==> src/rtl/cache_refill_ctrl_16.sv <==
// Line-refill responder for the 16-word direct-mapped cache: write-through store, 4-word burst read, fill strobes.
// Optional critical-word-first burst ordering is enabled by defining REFILL_CWF_EN.
module cache_refill_ctrl_16 #(
    parameter int WIDTH = 32,
    parameter int MEM_SIZE = 32,
    parameter int CACHE_SIZE = 16,
    localparam int AW = $clog2(MEM_SIZE),
    localparam int IW = $clog2(CACHE_SIZE / 4),
    localparam int TW = AW - IW - 2
) (
    input  logic             clk,
    input  logic             rst,
    input  logic             req_valid,
    input  logic             req_write,
    input  logic [AW-1:0]    req_addr,
    input  logic [WIDTH-1:0] req_wdata,
    output logic             req_ready,
    output logic             stall,
    output logic [AW-1:0]    mem_addr,
    output logic             mem_rd,
    output logic             mem_wr,
    output logic [WIDTH-1:0] mem_wdata,
    input  logic [WIDTH-1:0] mem_rdata,
    output logic             fill_valid,
    output logic [TW-1:0]    fill_tag,
    output logic [IW-1:0]    fill_index,
    output logic [1:0]       fill_offset,
    output logic [WIDTH-1:0] fill_data,
    output logic             fill_done
);

`ifdef REFILL_CWF_EN
    localparam bit CWF = 1'b1;
`else
    localparam bit CWF = 1'b0;
`endif

    typedef enum logic [1:0] {
        IDLE  = 2'd0,
        WRITE = 2'd1,
        READ  = 2'd2,
        DRAIN = 2'd3
    } state_t;

    state_t            state_r;
    logic [AW-3:0]     line_r;
    logic [1:0]        start_r;
    logic [1:0]        k_r;
    logic              req_ready_r;
    logic              stall_r;
    logic [AW-1:0]     mem_addr_r;
    logic              mem_rd_r;
    logic              mem_wr_r;
    logic [WIDTH-1:0]  mem_wdata_r;
    logic              fill_valid_r;
    logic [1:0]        fill_offset_r;
    logic              fill_done_r;
    logic [1:0]        req_start_s;

    assign req_start_s = CWF ? req_addr[1:0] : 2'b00;

    // Transaction FSM with all outputs registered; the fill pipe is a one-cycle copy of the read issue.
    always_ff @(posedge clk) begin
        if (rst) begin
            state_r       <= IDLE;
            line_r        <= {(AW-2){1'b0}};
            start_r       <= 2'b00;
            k_r           <= 2'b00;
            req_ready_r   <= 1'b0;
            stall_r       <= 1'b0;
            mem_addr_r    <= {AW{1'b0}};
            mem_rd_r      <= 1'b0;
            mem_wr_r      <= 1'b0;
            mem_wdata_r   <= {WIDTH{1'b0}};
            fill_valid_r  <= 1'b0;
            fill_offset_r <= 2'b00;
            fill_done_r   <= 1'b0;
        end else begin
            fill_valid_r  <= mem_rd_r;
            fill_offset_r <= mem_rd_r ? mem_addr_r[1:0] : 2'b00;
            fill_done_r   <= 1'b0;
            case (state_r)
                IDLE: begin
                    mem_rd_r    <= 1'b0;
                    mem_wr_r    <= 1'b0;
                    mem_addr_r  <= {AW{1'b0}};
                    mem_wdata_r <= {WIDTH{1'b0}};
                    k_r         <= 2'b00;
                    if (req_ready_r && req_valid) begin
                        line_r      <= req_addr[AW-1:2];
                        start_r     <= req_start_s;
                        req_ready_r <= 1'b0;
                        stall_r     <= 1'b1;
                        if (req_write) begin
                            state_r     <= WRITE;
                            mem_wr_r    <= 1'b1;
                            mem_addr_r  <= req_addr;
                            mem_wdata_r <= req_wdata;
                        end else begin
                            state_r    <= READ;
                            mem_rd_r   <= 1'b1;
                            mem_addr_r <= {req_addr[AW-1:2], req_start_s};
                        end
                    end else begin
                        req_ready_r <= 1'b1;
                        stall_r     <= 1'b0;
                    end
                end
                WRITE: begin
                    state_r     <= READ;
                    mem_wr_r    <= 1'b0;
                    mem_wdata_r <= {WIDTH{1'b0}};
                    mem_rd_r    <= 1'b1;
                    mem_addr_r  <= {line_r, start_r};
                    k_r         <= 2'b00;
                end
                READ: begin
                    if (k_r == 2'd3) begin
                        state_r     <= DRAIN;
                        mem_rd_r    <= 1'b0;
                        mem_addr_r  <= {AW{1'b0}};
                        k_r         <= 2'b00;
                        fill_done_r <= 1'b1;
                    end else begin
                        // Offset arithmetic is 2 bits wide so the burst wraps inside the line.
                        k_r        <= k_r + 2'd1;
                        mem_addr_r <= {line_r, start_r + k_r + 2'd1};
                    end
                end
                DRAIN: begin
                    state_r     <= IDLE;
                    stall_r     <= 1'b0;
                    req_ready_r <= 1'b1;
                end
                default: begin
                    state_r     <= IDLE;
                    stall_r     <= 1'b0;
                    req_ready_r <= 1'b0;
                    mem_rd_r    <= 1'b0;
                    mem_wr_r    <= 1'b0;
                    mem_addr_r  <= {AW{1'b0}};
                    mem_wdata_r <= {WIDTH{1'b0}};
                    k_r         <= 2'b00;
                end
            endcase
        end
    end

    assign req_ready   = req_ready_r;
    assign stall       = stall_r;
    assign mem_addr    = mem_addr_r;
    assign mem_rd      = mem_rd_r;
    assign mem_wr      = mem_wr_r;
    assign mem_wdata   = mem_wdata_r;
    assign fill_valid  = fill_valid_r;
    assign fill_offset = fill_offset_r;
    assign fill_done   = fill_done_r;
    assign fill_tag    = line_r[AW-3 -: TW];
    assign fill_index  = line_r[IW-1:0];
    assign fill_data   = mem_rdata;

endmodule

==> config.mk <==
export PLATFORM = sky130hd
export DESIGN_NAME = cache_refill_ctrl_16
export DESIGN_NICKNAME = d
export VERILOG_FILES = /design/src/rtl/cache_refill_ctrl_16.sv
export SDC_FILE = /design/constraint.sdc
export NUM_CORES = 1
export LEC_CHECK = 0
export CORE_ASPECT_RATIO = 0.75
export CORE_MARGIN = 8
export CORE_UTILIZATION = 39
export CTS_CLUSTER_SIZE = 16
export DETAILED_ROUTE_END_ITERATION = 6
export PLACE_DENSITY = 0.85
export REMOVE_ABC_BUFFERS = 1
export SLEW_MARGIN = 20
export SYNTH_ARGS = -nofsm -noshare
export SYNTH_HDL_FRONTEND = slang
export SYNTH_SLANG_ARGS = --single-unit
==> constraint.sdc <==
create_clock -name clk -period 4.4 [get_ports clk]
set_input_delay 1.1 -clock clk [delete_from_list [all_inputs] [get_ports clk]]
set_output_delay 1.1 -clock clk [all_outputs]
set_load 0.02 [all_outputs]
==> flow_summary.ini, run 1 <==
[die]
placementRows = 24
dieHeight_um = 83.7
io_pins = 153
core-area_sq_um = 5860
die_width_um = 106
initial_core_util_pct = 40.7
die-area_sq_um = 8890

[yosys]
async_flop_share_pct = 0
ys_types = 31
synthAdderAreaFrac_pct = 3.68
synth-compound-area-share_pct = 20.8
synth_ff_type = dfxtp_1
yosysWarnings = 0
synth_top_family_by_area = compound AO/OA/AOI/OAI gates
synth_xor_area_share_pct = 0
yosys_register_bits = 52
synth_seq_area_share_pct = 43.7
synth_edf_count = 0
synth_top_cell_by_area = dfxtp_1
synth_area_per_cell_sq_um = 9.80
synthCells = 243
synthSimpleGateAreaFrac_pct = 11.9
synth_area_leaders = dfxtp_1 44%, a32oi_1 12%, buf_4 12%
netlist_area_sq_um = 2380
muxShareOfSynthArea_pct = 2.10
synth_top_area_share_pct = 43.7

[global_route]
track_usage_pct = 15.2
overflow = 0
antenna_found_initial = 0
grt_max_degree = 53
grt_pass1_wl_um = 11000
grt_pass1_vias = 2027

[cells_and_area]
layout_common_cells = 87 x clkdlybuf4s50_1, 52 x dfxtp_1, 39 x nor2_1
num-fill-cells = 521
post-route-cell-area_sq_um = 3100
final_nets = 367
area.growth.synth_to_final_pct = 30.0
final_common_cell = clkdlybuf4s50_1
drive_gt1_share_pct = 7.64
diodes = 0

[hold_path]
hp-start = stall
min_path_type = reg -> reg

[job]
drv_cap = 0

[cts]
cts_tree = built
clk_path_buf_depth = 2
cts_buffers = 5
clk_pin_slew_ps = 100
cts.sinks = 52
postCtsSetupBuffers = 0
cts_resized = 0
htree_levels = 2
holdBufCountCts = 0
cts_root_buffer = clkbuf_8
clk_latency_ps = 300

[setup_path]
cp_data_required_time_ps = 3300
startpoint_type = register
crit_start = line_r[0]
worst-path-buf-inv = 1
cp_max_fo = 3
crit_chain = clkdlybuf4s50_1
reg2reg_from = state_r[0]
end_kind = output pin
slowest_stage = clkdlybuf4s50_1
critPathTopFamily = buffers and inverters
critPathKind = reg -> out
critPathArrivalTime_ps = 1360
cpPeakStageDelay_ps = 640

[power]
p_per_area_nw_per_um2 = 459
power_uw = 1420
ir_drop_v = 0.000261
leakagePower_uw = 0.00107

[route]
ant_nets = 0
drt_first_pass_iters = 4
avgViaCountPerCell = 5.33
drt_iter0_markers = 104
finalWirelength_um = 7000
wire_per_inst_um = 19.1
drc = 0
vias = 1952

[sta]
fmax_mhz = 407
worstMarginPinSlew_ps = 1000
timing.setup.tns_ps = 0
slew_viol_final = 0
fin_skew_ps = 13.4
rsz0062_at_grt = false
fin_crit_ps = 2460
setup_viol = 0
whs_ps = 473
fin_crit_sh_pct = 55.8
max_slew_margin_pct = 33.3
hold_viol = 0

[placed_design]
gp_congestion = 0.731
io_buffers = 88
place_area_sq_um = 2990
dpl.hpwl_um = 5110

[outcome]
status = finished, final reports clean
[worst register-to-register path: stages, from the launching register on]
cell and delay [ps]:
dfxtp_1 410, inv_1 120, ha_1 450, and3b_1 490, nand2b_1 130, a221oi_2 230
[power breakdown]
group          internal, uW  total, uW  leakage [uW]  switching (uW)
combinational           216        539      0.000593             323
sequential              524        564      0.000421            39.5
clock                   169        317     0.0000552             148
[stage by stage]
step | instances | utilization [%] | worst slack (ps)
4_1_cts | 366 | 52.9 | 1950
5_1_grt | 366 | 52.9 | 1900
2_1_floorplan | 190 | - | 1790
3_5_place_dp | 358 | 51.0 | 1760
6_report | 366 | 52.9 | 1940
3_3_place_gp | 358 | 50.9 | 1830
[synth_stat cells (3+ instances only)]
library cell  instances
nand2_1               6
nor2b_1               3
ha_1                  7
buf_2                 7
dfxtp_1              52
a32oi_1              32
a221oi_2              6
a21oi_1               4
clkbuf_1              3
buf_6                 6
a21oi_2               3
mux2i_1               5
inv_1                 9
nand2b_1              3
buf_4                37
o211ai_1              3
nor2_1               40
[sequential cells by signal (all words and copies together) (netlist names)]
signal / count
mem_wdata: 32
mem_addr: 5
line_r: 3
fill_offset: 2
k_r: 2
state_r: 2
fill_done: 1
fill_valid: 1
mem_rd: 1
mem_wr: 1
req_ready: 1
stall: 1
[metal layers]
metal / wire length, um / track usage [%] / vias up
li1: - / - / 913
met2: 2880 / 20.4 / 98
met1: 3290 / 20.3 / 939
met3: 785 / 7.95 / 2
met4: 41 / 3.82 / 0
met5: 0 / 2.98 / -
[cell families (layout without fill, tap and decap cells)]
kind of cell	count (synthesis)	in the layout
AOI/OAI and AO/OA	55	55
and+or+nand+nor	62	62
DFF	52	52
muxes	5	5
buffers and inverters	62	107
adders and majority gates	7	7
[final cells by class]
class	instances	area, sq um	area share [%]
clock buffers	6	72.6	2.34
clock inverters	2	35.0	1.13
inverters	9	33.8	1.09
multi-input cells	129	925	29.9
flip-flops and latches	52	1040	33.6
well taps	78	97.6	3.15
repair buffers	90	891	28.8
[path summary, 6_finish.rpt]
check / slack [ps] / cells past startpoint / to
max: 1940 / 1 / fill_index[0]
min: 470 / 2 / stall
max reg2reg: 2480 / 5 / mem_rd
min reg2reg: 470 / 2 / stall
Note: power is estimated with default switching activity, not from simulation.
==> run 2: changes to the inputs <==
CORE_UTILIZATION = 33   (was 39)
PLACE_DENSITY = 0.77   (was 0.85)
clock period = 2.1 ns   (was 4.4 ns; I/O delays follow)
==> flow_summary.ini, run 2 (synthesis gave the netlist of run 1 again) <==
[outcome]
status = finished, final reports clean

[cts]
cts_buffers = 5
postCtsSetupBuffers = 0
holdBufCountCts = 0
htree_levels = 2
clk_path_buf_depth = 2
clk_pin_slew_ps = 90
cts_resized = 0
clk_latency_ps = 300
cts_tree = built
cts.sinks = 52
cts_root_buffer = clkbuf_8

[placed_design]
dp.cells = 384
gp_congestion = 0.838
io_buffers = 88
dpl.hpwl_um = 5530

[setup_path]
startpoint_type = register
critPathArrivalTime_ps = 1320
end_kind = output pin
cp_max_fo = 3
cpPeakStageDelay_ps = 640
cp_data_required_time_ps = 1570
slowest_stage = clkdlybuf4s50_1
crit_chain = clkdlybuf4s50_1
critPathKind = reg -> out
critPathTopFamily = buffers and inverters
worst-path-buf-inv = 1

[sta]
fin_crit_ps = 1850
worstMarginPinSlew_ps = 618
max_slew_margin_pct = 58.8
fin_skew_ps = 8.28
fmax_mhz = 541
slew_viol_final = 0
hold_viol = 0
timing.setup.tns_ps = 0
whs_ps = 479
rsz0062_at_grt = false
setup_viol = 0
fin_crit_sh_pct = 88.0

[route]
drt_first_pass_iters = 4
wire_per_inst_um = 18.7
avgViaCountPerCell = 4.93
finalWirelength_um = 7320
ant_nets = 0
drc = 0
drt_iter0_markers = 151
vias = 1931

[die]
initial_core_util_pct = 34.5
die-area_sq_um = 10200
placementRows = 26
io_pins = 153
dieHeight_um = 89.6
die_width_um = 114
core-area_sq_um = 6900

[global_route]
overflow = 0
grt_max_degree = 34
grt_pass1_wl_um = 10900
track_usage_pct = 13.8
antenna_found_initial = 0
grt_pass1_vias = 1946

[power]
leakagePower_uw = 0.00111
p_per_area_nw_per_um2 = 958
ir_drop_v = 0.000580

[cells_and_area]
final_common_cell = clkdlybuf4s50_1
layout_common_cells = 87 x clkdlybuf4s50_1, 52 x dfxtp_1, 39 x nor2_1
num-fill-cells = 698
largest_reg_flops = 32
final_nets = 373
drive_gt1_share_pct = 9.52
diodes = 0
final_core_util_pct = 46.2
fin_cells = 392
area.growth.synth_to_final_pct = 33.8

[hold_path]
min_path_type = reg -> reg

[job]
drv_cap = 0
run 2: cell types whose count changed in the layout (fill, tap and decap cells not counted):
cell	previous run	this run
buf_12	0	2
buf_4	2	6
nor2_2	0	1
nor2_4	1	0
run 2: worst paths after layout:
check	from	to	slack [ps]	depth (start not counted)
hold / removal	mem_addr[4]	mem_addr[4]	480	2
setup / recovery	line_r[2]	fill_tag	250	1
hold reg to reg	mem_addr[4]	mem_addr[4]	480	2
setup reg to reg	state_r[1]	mem_addr[0]	340	5
run 2: routing by layer:
layer  track usage [%]  up-vias  part of all wire [%]
met5              3.06        -                     0
met1              17.8      918                    46
li1                  -      927                     -
met2              19.1       82                    42
met3              7.29        4                    11
met4              3.97        0                  0.60
run 2: stage by stage:
stage          setup slack, ps  power [uW]  area (sq um)
2_1_floorplan             -106        1840          1990
3_3_place_gp               274        2390          3080
3_5_place_dp               228        2410          3080
4_1_cts                    228        3110          3190
5_1_grt                    191        3240          3190
6_report                   253        3050          3190
run 2: layout make-up:
| class | instances | area, sq um | share of cell area, % |
|---|---|---|---|
| Inverter | 9 | 33.8 | 1.06 |
| Clock inverter | 2 | 35.0 | 1.10 |
| Clock buffer | 6 | 72.6 | 2.28 |
| Tap cell | 98 | 123 | 3.85 |
| Sequential cell | 52 | 1040 | 32.7 |
| Timing Repair Buffer | 96 | 961 | 30.2 |
| Multi-Input combinational cell | 129 | 920 | 28.9 |
run 2: power breakdown:
part | internal, uW | leakage, uW | switching [uW]
Combinational | 512 | 0.000631 | 688
Clock | 354 | 0.0000552 | 319
Sequential | 1100 | 0.000421 | 78.7
Total | 1960 | 0.00111 | 1090
==> run 3: changes to the inputs <==
CORE_UTILIZATION = 34   (was 33)
CTS_BUF_LIST = sky130_fd_sc_hd__clkbuf_4 sky130_fd_sc_hd__clkbuf_8   (was unset)
PLACE_DENSITY = 0.79   (was 0.77)
==> flow_summary.ini, run 3 (synthesis gave the netlist of run 1 again) <==
[cells_and_area]
area.growth.synth_to_final_pct = 32.4
largest_reg_flops = 32
final_common_cell = clkdlybuf4s50_1
fin_cells = 377
final_nets = 372
drive_gt1_share_pct = 9.56
num-fill-cells = 655
layout_common_cells = 87 x clkdlybuf4s50_1, 52 x dfxtp_1, 39 x nor2_1
diodes = 0

[setup_path]
cp_data_required_time_ps = 1570
end_kind = output pin
critPathArrivalTime_ps = 1340
critPathTopFamily = buffers and inverters
crit_end = req_ready
critPathKind = reg -> out
cp_num_cells = 1
r2r_slack_ps = 370
r2r_end = mem_addr[0]
crit_chain = clkdlybuf4s50_1
cpPeakStageDelay_ps = 640
rr_worst_depth = 5
worst-path-buf-inv = 1
cp_max_fo = 5
reg2reg_from = state_r[0]
slowest_stage = clkdlybuf4s50_1
crit_start = req_ready
startpoint_type = register

[cts]
postCtsSetupBuffers = 0
cts_root_buffer = clkbuf_8
clk_pin_slew_ps = 90
clk_path_buf_depth = 2
cts_resized = 0
htree_levels = 2
holdBufCountCts = 0
cts_tree = built
cts.sinks = 52
clk_latency_ps = 300
cts_buffers = 5

[die]
initial_core_util_pct = 35.0
die-area_sq_um = 9960
placementRows = 26
io_pins = 153
core-area_sq_um = 6800
dieHeight_um = 88.5
die_width_um = 113

[global_route]
grt_pass1_vias = 2009
antenna_found_initial = 0
grt_pass1_wl_um = 10900
grt_max_degree = 34
overflow = 0
track_usage_pct = 14.1

[power]
p_per_area_nw_per_um2 = 964
ir_drop_v = 0.000495
leakagePower_uw = 0.00110

[sta]
worstMarginPinSlew_ps = 699
setup_viol = 0
setup_ws_ps = 237
fin_skew_ps = 8.60
hold_viol = 0
fin_crit_ps = 1860
fmax_mhz = 537
max_slew_margin_pct = 53.4
rsz0062_at_grt = false
timing.setup.tns_ps = 0
fin_crit_sh_pct = 88.7
slew_viol_final = 0

[outcome]
status = finished, final reports clean

[route]
drc = 0
wire_per_inst_um = 19.0
drt_first_pass_iters = 5
ant_nets = 0
avgViaCountPerCell = 5.19
drt_iter0_markers = 138
vias = 1958
finalWirelength_um = 7170

[placed_design]
dp.cells = 369
gp_congestion = 0.736
dpl.hpwl_um = 5390
io_buffers = 88
pre_cts_ws_ps = 216

[job]
drv_cap = 0

[hold_path]
hp-start = stall
min_path_type = reg -> reg
## run 3: cell count changes in the layout (fill, tap and decap cells not counted)
cell	before	now
buf_12	2	1
clkbuf_1	1	0
clkbuf_4	0	1
## run 3: how the worst min path moves through the flow
stage | slack [ps] | to | cells past startpoint
2_1_floorplan | 440 | k_r[1] | 2
3_3_place_gp | 450 | stall | 2
3_5_place_dp | 460 | stall | 2
4_1_cts | 470 | stall | 2
5_1_grt | 500 | mem_addr[2] | 2
6_report | 470 | stall | 2
## run 3: metrics by stage
step | hold WS (ps) | utilization (%) | power (uW) | instance area (sq um)
6_report | 467 | 46.4 | 3040 | 3150
4_1_cts | 472 | 46.4 | 3070 | 3150
5_1_grt | 504 | 46.4 | 3220 | 3150
3_3_place_gp | 451 | 44.7 | 2350 | 3040
3_5_place_dp | 459 | 44.7 | 2380 | 3040
2_1_floorplan | 439 | - | 1840 | 1990
## run 3: final cells by class
| class | instances | area (sq um) | area share, % |
|---|---|---|---|
| multi-input combinational | 129 | 920 | 29.2 |
| timing repair buffer | 95 | 941 | 29.9 |
| sequential | 52 | 1040 | 33.0 |
| tap | 84 | 105 | 3.33 |
| clock buffer | 6 | 76.3 | 2.42 |
| clock inverter | 2 | 35.0 | 1.11 |
| inverter | 9 | 33.8 | 1.07 |
## run 3: power by group
part,switching (uW),internal [uW]
Combinational,687,489
Sequential,81.1,1100
Clock,316,367
Total,1080,1950
## run 3: per-layer routing
metal	vias up	global-route usage, %	wire, um
li1	928	-	-
met1	924	17.3	3270
met2	104	19.9	2980
met3	2	8.04	880
met4	0	4.02	41
met5	-	4.59	0
